===== config.mk =====
export PLATFORM = sky130hd
export DESIGN_NAME = axis_window_coeff_ctrl_flat
export DESIGN_NICKNAME = d
export VERILOG_FILES = /design/src/rtl/axis_window_coeff_ctrl_if.sv /design/src/rtl/axis_window_coeff_ctrl.sv /design/src/flat_wrapper.sv
export SDC_FILE = /design/constraint.sdc
export NUM_CORES = 2
export LEC_CHECK = 0
export BUFFER_PORTS_ARGS = -buffer_cell sky130_fd_sc_hd__buf_2
export CORE_UTILIZATION = 50
export DETAILED_ROUTE_END_ITERATION = 6
export GPL_TIMING_DRIVEN = 0
export HOLD_SLACK_MARGIN = 0.06
export PLACE_DENSITY = 0.65
export SLEW_MARGIN = 5
export SYNTH_ARGS = -nofsm -noshare
export SYNTH_HDL_FRONTEND = slang
export SYNTH_SLANG_ARGS = --single-unit

===== constraint.sdc =====
create_clock -name aclk -period 3.3 [get_ports aclk]
set_input_delay 0.66 -clock aclk [delete_from_list [all_inputs] [get_ports aclk]]
set_output_delay 0.66 -clock aclk [all_outputs]
set_load 0.01 [all_outputs]

===== src/rtl/axis_window_coeff_ctrl_if.sv =====
// Configuration and datapath-read signals of the window coefficient controller.
// The master side is the configuration writer plus the window datapath. The slave side is the controller.
interface axis_window_coeff_ctrl_if #(
    parameter int memory_depth_width = 6,
    parameter int window_coeff_width = 16
);
    logic                          cfg_wr_en;
    logic [memory_depth_width-1:0] cfg_wr_addr;
    logic [window_coeff_width-1:0] cfg_wr_data;
    logic                          cfg_commit;
    logic                          cfg_busy;
    logic                          cfg_err;
    logic                          frame_active;
    logic                          frame_done;
    logic [memory_depth_width-1:0] win_mem_addr;
    logic [window_coeff_width-1:0] win_mem_dout;
    logic                          active_bank;
    logic [15:0]                   swap_count;

    modport master (
        output cfg_wr_en, cfg_wr_addr, cfg_wr_data, cfg_commit,
        output frame_active, frame_done, win_mem_addr,
        input  cfg_busy, cfg_err, win_mem_dout, active_bank, swap_count
    );

    modport slave (
        input  cfg_wr_en, cfg_wr_addr, cfg_wr_data, cfg_commit,
        input  frame_active, frame_done, win_mem_addr,
        output cfg_busy, cfg_err, win_mem_dout, active_bank, swap_count
    );
endinterface


===== src/rtl/axis_window_coeff_ctrl.sv =====
// Ping-pong coefficient store for the window block. Writes land in the shadow bank.
// A commit swaps the banks only at a frame boundary, so a frame never sees mixed coefficients.
module axis_window_coeff_ctrl #(
    parameter int window_length      = 32,
    parameter int window_coeff_width = 16,
    parameter int memory_depth_width = 6
) (
    input logic                     aclk,
    input logic                     resetn,
    axis_window_coeff_ctrl_if.slave ctrl
);
    localparam int MDW = memory_depth_width;
    localparam int CW  = window_coeff_width;
    localparam logic [MDW:0] WIN_LEN = (MDW+1)'(window_length);

    typedef enum logic {
        ST_LOAD,
        ST_PENDING
    } state_t;

    state_t          state_q, state_d;
    logic            active_bank_q, active_bank_d;
    logic            busy_q, busy_d;
    logic            err_q, err_d;
    logic [15:0]     swap_count_q, swap_count_d;
    logic [CW-1:0]   dout_q, dout_d;
    logic            mem_we;

    // Both banks share one array; the bank index is the address MSB.
    logic [CW-1:0]   coeff_mem [2**(MDW+1)];

    always_comb begin
        state_d       = state_q;
        active_bank_d = active_bank_q;
        busy_d        = busy_q;
        err_d         = err_q;
        swap_count_d  = swap_count_q;
        mem_we        = 1'b0;
        dout_d        = coeff_mem[{active_bank_q, ctrl.win_mem_addr}];

        unique case (state_q)
            ST_LOAD: begin
                if (ctrl.cfg_wr_en) begin
                    if ({1'b0, ctrl.cfg_wr_addr} < WIN_LEN) begin
                        mem_we = resetn;
                    end else begin
                        err_d = 1'b1;
                    end
                end
                if (ctrl.cfg_commit) begin
                    state_d = ST_PENDING;
                    busy_d  = 1'b1;
                end
            end
            ST_PENDING: begin
                if (ctrl.cfg_wr_en) begin
                    err_d = 1'b1;
                end
                // frame_done wins over frame_active so the swap lands on the tlast beat.
                if (ctrl.frame_done || !ctrl.frame_active) begin
                    active_bank_d = ~active_bank_q;
                    swap_count_d  = swap_count_q + 16'd1;
                    busy_d        = 1'b0;
                    state_d       = ST_LOAD;
                end
            end
            default: state_d = ST_LOAD;
        endcase
    end

    always_ff @(posedge aclk) begin
        if (!resetn) begin
            state_q       <= ST_LOAD;
            active_bank_q <= 1'b0;
            busy_q        <= 1'b0;
            err_q         <= 1'b0;
            swap_count_q  <= '0;
            dout_q        <= '0;
        end else begin
            state_q       <= state_d;
            active_bank_q <= active_bank_d;
            busy_q        <= busy_d;
            err_q         <= err_d;
            swap_count_q  <= swap_count_d;
            dout_q        <= dout_d;
        end
    end

    always_ff @(posedge aclk) begin
        if (mem_we) begin
            coeff_mem[{~active_bank_q, ctrl.cfg_wr_addr}] <= ctrl.cfg_wr_data;
        end
    end

    assign ctrl.cfg_busy     = busy_q;
    assign ctrl.cfg_err      = err_q;
    assign ctrl.win_mem_dout = dout_q;
    assign ctrl.active_bank  = active_bank_q;
    assign ctrl.swap_count   = swap_count_q;

endmodule


===== src/flat_wrapper.sv =====
// flat-port wrapper written by rule: the top's interface ports become plain ports
module axis_window_coeff_ctrl_flat 
#(
    parameter int window_length      = 32,
    parameter int window_coeff_width = 16,
    parameter int memory_depth_width = 6
)
  (aclk, resetn, ctrl_cfg_wr_en, ctrl_cfg_wr_addr, ctrl_cfg_wr_data, ctrl_cfg_commit, ctrl_frame_active, ctrl_frame_done, ctrl_win_mem_addr, ctrl_cfg_busy, ctrl_cfg_err, ctrl_win_mem_dout, ctrl_active_bank, ctrl_swap_count);
  axis_window_coeff_ctrl_if #(.memory_depth_width(memory_depth_width), .window_coeff_width(window_coeff_width)) ctrl_i ();
  input logic aclk;
  input logic resetn;
  input wire logic [$bits(ctrl_i.cfg_wr_en)-1:0] ctrl_cfg_wr_en;
  input wire logic [$bits(ctrl_i.cfg_wr_addr)-1:0] ctrl_cfg_wr_addr;
  input wire logic [$bits(ctrl_i.cfg_wr_data)-1:0] ctrl_cfg_wr_data;
  input wire logic [$bits(ctrl_i.cfg_commit)-1:0] ctrl_cfg_commit;
  input wire logic [$bits(ctrl_i.frame_active)-1:0] ctrl_frame_active;
  input wire logic [$bits(ctrl_i.frame_done)-1:0] ctrl_frame_done;
  input wire logic [$bits(ctrl_i.win_mem_addr)-1:0] ctrl_win_mem_addr;
  output wire logic [$bits(ctrl_i.cfg_busy)-1:0] ctrl_cfg_busy;
  output wire logic [$bits(ctrl_i.cfg_err)-1:0] ctrl_cfg_err;
  output wire logic [$bits(ctrl_i.win_mem_dout)-1:0] ctrl_win_mem_dout;
  output wire logic [$bits(ctrl_i.active_bank)-1:0] ctrl_active_bank;
  output wire logic [$bits(ctrl_i.swap_count)-1:0] ctrl_swap_count;
  assign ctrl_i.cfg_wr_en = ctrl_cfg_wr_en;
  assign ctrl_i.cfg_wr_addr = ctrl_cfg_wr_addr;
  assign ctrl_i.cfg_wr_data = ctrl_cfg_wr_data;
  assign ctrl_i.cfg_commit = ctrl_cfg_commit;
  assign ctrl_i.frame_active = ctrl_frame_active;
  assign ctrl_i.frame_done = ctrl_frame_done;
  assign ctrl_i.win_mem_addr = ctrl_win_mem_addr;
  assign ctrl_cfg_busy = ctrl_i.cfg_busy;
  assign ctrl_cfg_err = ctrl_i.cfg_err;
  assign ctrl_win_mem_dout = ctrl_i.win_mem_dout;
  assign ctrl_active_bank = ctrl_i.active_bank;
  assign ctrl_swap_count = ctrl_i.swap_count;
  axis_window_coeff_ctrl #(.window_length(window_length), .window_coeff_width(window_coeff_width), .memory_depth_width(memory_depth_width)) u_core (.aclk(aclk), .resetn(resetn), .ctrl(ctrl_i));
endmodule

==> results by group <==
Clock tree
  – Clk_lat worst skew: 810 ps
  – Clock buffer depth: 3
  – H-tree depth: 4
  – Worst-path clk slew: 60 ps
  – Setup Fix Bufs, Post-CTS: 0
  – Clk root buf: clkbuf_16
  – Clk sinks: 2084
  – CTS tree: done
  – Number of CTS-inserted buffers: 206

Timing
  – Period Utilization, post-route: 1.03
  – Slew Limit Fails: 0
  – WHS: 197 ps
  – Crit path time final: about 3400 ps
  – Fmax achieved: around 0.3 GHz
  – # setup viols final: 4
  – Final Hold Fails: 0
  – Max-slew headroom at the worst pin: 0.281
  – Actual slew at the worst max-slew pin: between 1000 and 1500 ps
  – Clk_skew: 26.2 ps
  – Slack of the critical path: -95.3 ps

Placement
  – Placer congestion estimate: 0.960
  – PortBufs: 65
  – DP Area: just under 90000 um2
  – Post-Place Cells: around 7000
  – Post-DP HPWL: 135000 um
  – Pre-CTS setup slack: -1610 ps

Synth
  – Post-synth top area cell: edfxtp_1
  – Synth warnings: 0
  – Most frequent cell after synthesis: edfxtp_1
  – Post-Synthesis Cell Area: 79800 um2
  – Distinct cells, synth: 49
  – Commonest cells in the netlist: edfxtp_1 (2048), mux4_2 (416), nand3_1 (269)
  – Register area share after synthesis: 0.780
  – Post-synth ARST share: 0
  – Post-synth top area share: 0.771
  – Synth Flop Type: edfxtp_1
  – Ranking of synthesized cells by area: edfxtp_1 (77%), mux4_2 (12%), mux2i_1 (2.6%)
  – Syn_area_per_cell: 21.1 um2
  – Synth Instances: approximately 3800
  – Yosys reg bits: 2084
  – EDFF count, synth: 2048

Global route
  – Antenna violations before repair: 14
  – First-pass GRT wire length: between 200000 and 300000 um
  – Largest net degree at the start of global routing: 112
  – Grt ovf: 0
  – Vias in the first global route: 41151
  – GRT Util Overall: 0.250

Power
  – PwrDens: 596 nW/um2
  – Switching portion of total power: 0.217
  – Static Leak: 33.1 nW
  – Logic gate share of total power: 0.060
  – Power share of the sequential group: 0.539
  – Power share of the clock group: 0.401
  – VDD IR max: about 0.00055 V
  – Pint: 44.3 mW
  – P_sw: roughly 12 mW

Floorplan
  – Chip width: 402 um
  – Row Count: 146
  – Io pins: between 60 and 70
  – CORE AREA: 158000 um2
  – Initial core utilization: 0.504
  – Die Y: 402 um
  – Die ar.: between 150000 and 200000 um2

Cells and area
  – Core Util, Final: 0.599
  – Nets: 5193
  – Area growth, synth to finish: 18.9%
  – Post-route design area: 94900 um2
  – Fin cells: 7409
  – Layout cells sized above 1: 0.196

Critical path
  – Cell chain of the critical path: and2_1 > clkbuf_1 > clkbuf_1 > nand3_1 > nand4_1 > or4_1 > o31a_1
  – CP max FO: 10
  – Kind of end point of the critical path: flop
  – Slowest CP cell: clkbuf_1
  – Crit path required time: 3980 ps
  – CP Class: flop to flop
  – Most frequent CP cell: clkbuf_1
  – Worst Setup Start Kind: flop
  – Crit path DAT: 4080 ps
  – Critical Path Max Stage Delay: 620 ps

Route
  – Vias/cell: 5.62
  – WL/cell: around 27 um
  – Pre-Repair DR Iteration Count: 6
  – DRC viols: 0
  – Iteration-0 DRC Markers: a little over 5000
  – Vias: 41674
  – Routed Antenna Nets: 0
  – Post-Route WL: around 200000 um

Status
  – Failing checks: setup timing
  – Status: finished with violations

Hold path
  – Min-Delay Path Class: input port to flop

Run
  – Max Cap Viol: 0
## worst max-delay path: cells and delay by family (launching register included)
| family | cells | cell delay [ps] |
|---|---|---|
| simple gates | 4 | 1120 |
| compound gates | 1 | 420 |
| buf+inv | 2 | 1170 |
| flops | 1 | 540 |
## metal layers
metal  up-vias  GRT usage  wire length (um)  share of wire
met4        16     0.0961              8120          0.041
li1      17696          -                 -              -
met5         -          0                85        0.00042
met1     21815      0.348             80200           0.40
met3       347     0.0546             17700          0.088
met2      1800      0.390             94400           0.47
## state kept, by name, summed over array words and instances (netlist names)
name                      cells
u_core.coeff_mem           2048
u_core.ctrl.win_mem_dout     16
u_core.ctrl.swap_count       16
u_core.ctrl.cfg_busy          1
u_core.state_q                1
u_core.ctrl.cfg_err           1
u_core.ctrl.active_bank       1
## kinds of logic (layout without fill, tap and decap cells)
logic type | Yosys count | after routing | share of synthesized area
AO/OA/AOI/OAI | 225 | 225 | 0.0204
XOR/XNOR | 13 | 13 | 0.00143
adder cells (fa/ha/maj) | 1 | 1 | 0.000157
buffers and inverters | 241 | 771 | 0.0148
flip-flops | 2084 | 2084 | 0.780
multiplexers | 626 | 626 | 0.144
other | 1 | 1027 | 0.0000470
AND/OR/NAND/NOR | 590 | 590 | 0.0398
## through the flow
| stage | power (mW) | TNS, ps |
|---|---|---|
| 2_1_floorplan | 32.8 | 0 |
| 3_3_place_gp | 34.3 | -1393070 |
| 3_5_place_dp | 34.4 | -594910 |
| 4_1_cts | 56.9 | 0 |
| 5_1_grt | 58.2 | -1.27 |
| 6_report | 56.6 | -267 |
## area by class of cell
type                            instances  area [um2]
Multi-Input combinational cell       2479       20500
Sequential cell                      2084       62200
Clock buffer                          257        5420
Tap cell                             2072        2590
Fill cell                           11756       63500
Antenna cell                            3        7.51
Timing Repair Buffer                  148        1890
Clock inverter                        127        1080
Buffer                                235        1230
Inverter                                4        15.0
## path summary, 6_finish.rpt
kind                                                     to                     from  depth (start not counted)  slack, ps
worst max-delay path            u_core.ctrl.win_mem_dout[2]  u_core.ctrl.active_bank                          7       -100
worst min-delay path                    u_core.ctrl.cfg_err           ctrl_cfg_wr_en                          3        200
worst max register to register  u_core.ctrl.win_mem_dout[2]  u_core.ctrl.active_bank                          7       -100
worst min register to register          u_core.ctrl.cfg_err      u_core.ctrl.cfg_err                          1        470
## repair_timing
action	4_1_cts	5_1_grt
endpoints found under the hold margin	1	0
hold buffers	1	0
gates resized for setup	39	13
endpoints found under the setup margin	453	97
## power groups by stage
stage               sequential, mW  clock, mW  combinational, mW
global placement              31.1          0               3.20
detailed placement            31.1          0               3.34
floorplan                     31.0          0               1.79
CTS                           30.5       23.1               3.36
global route                  30.6       24.0               3.59
finish                        30.5       22.7               3.39
## cells in the final DEF, fill, tap and decap left out, drive strengths merged, types with 3 or more instances in the layout
master	instances
edfxtp	2048
conb	1024
mux4	416
clkbuf	379
nand3	269
buf	259
mux2i	209
nand4	119
clkinv	98
a22oi	80
nor2	75
dfxtp	36
and3	32
o21ai	32
a31oi	29
nand2	22
o211ai	18
and2	18
or4	17
bufinv	16
a221oi	15
o21a	15
o31a	15
inv	15
o2111ai	13
nor2b	12
xnor2	9
nor4	5
a21boi	4
xor2	4
diode	3
or3	3
and3b	3
nor3b	3
(Power assumes the default switching activity.)
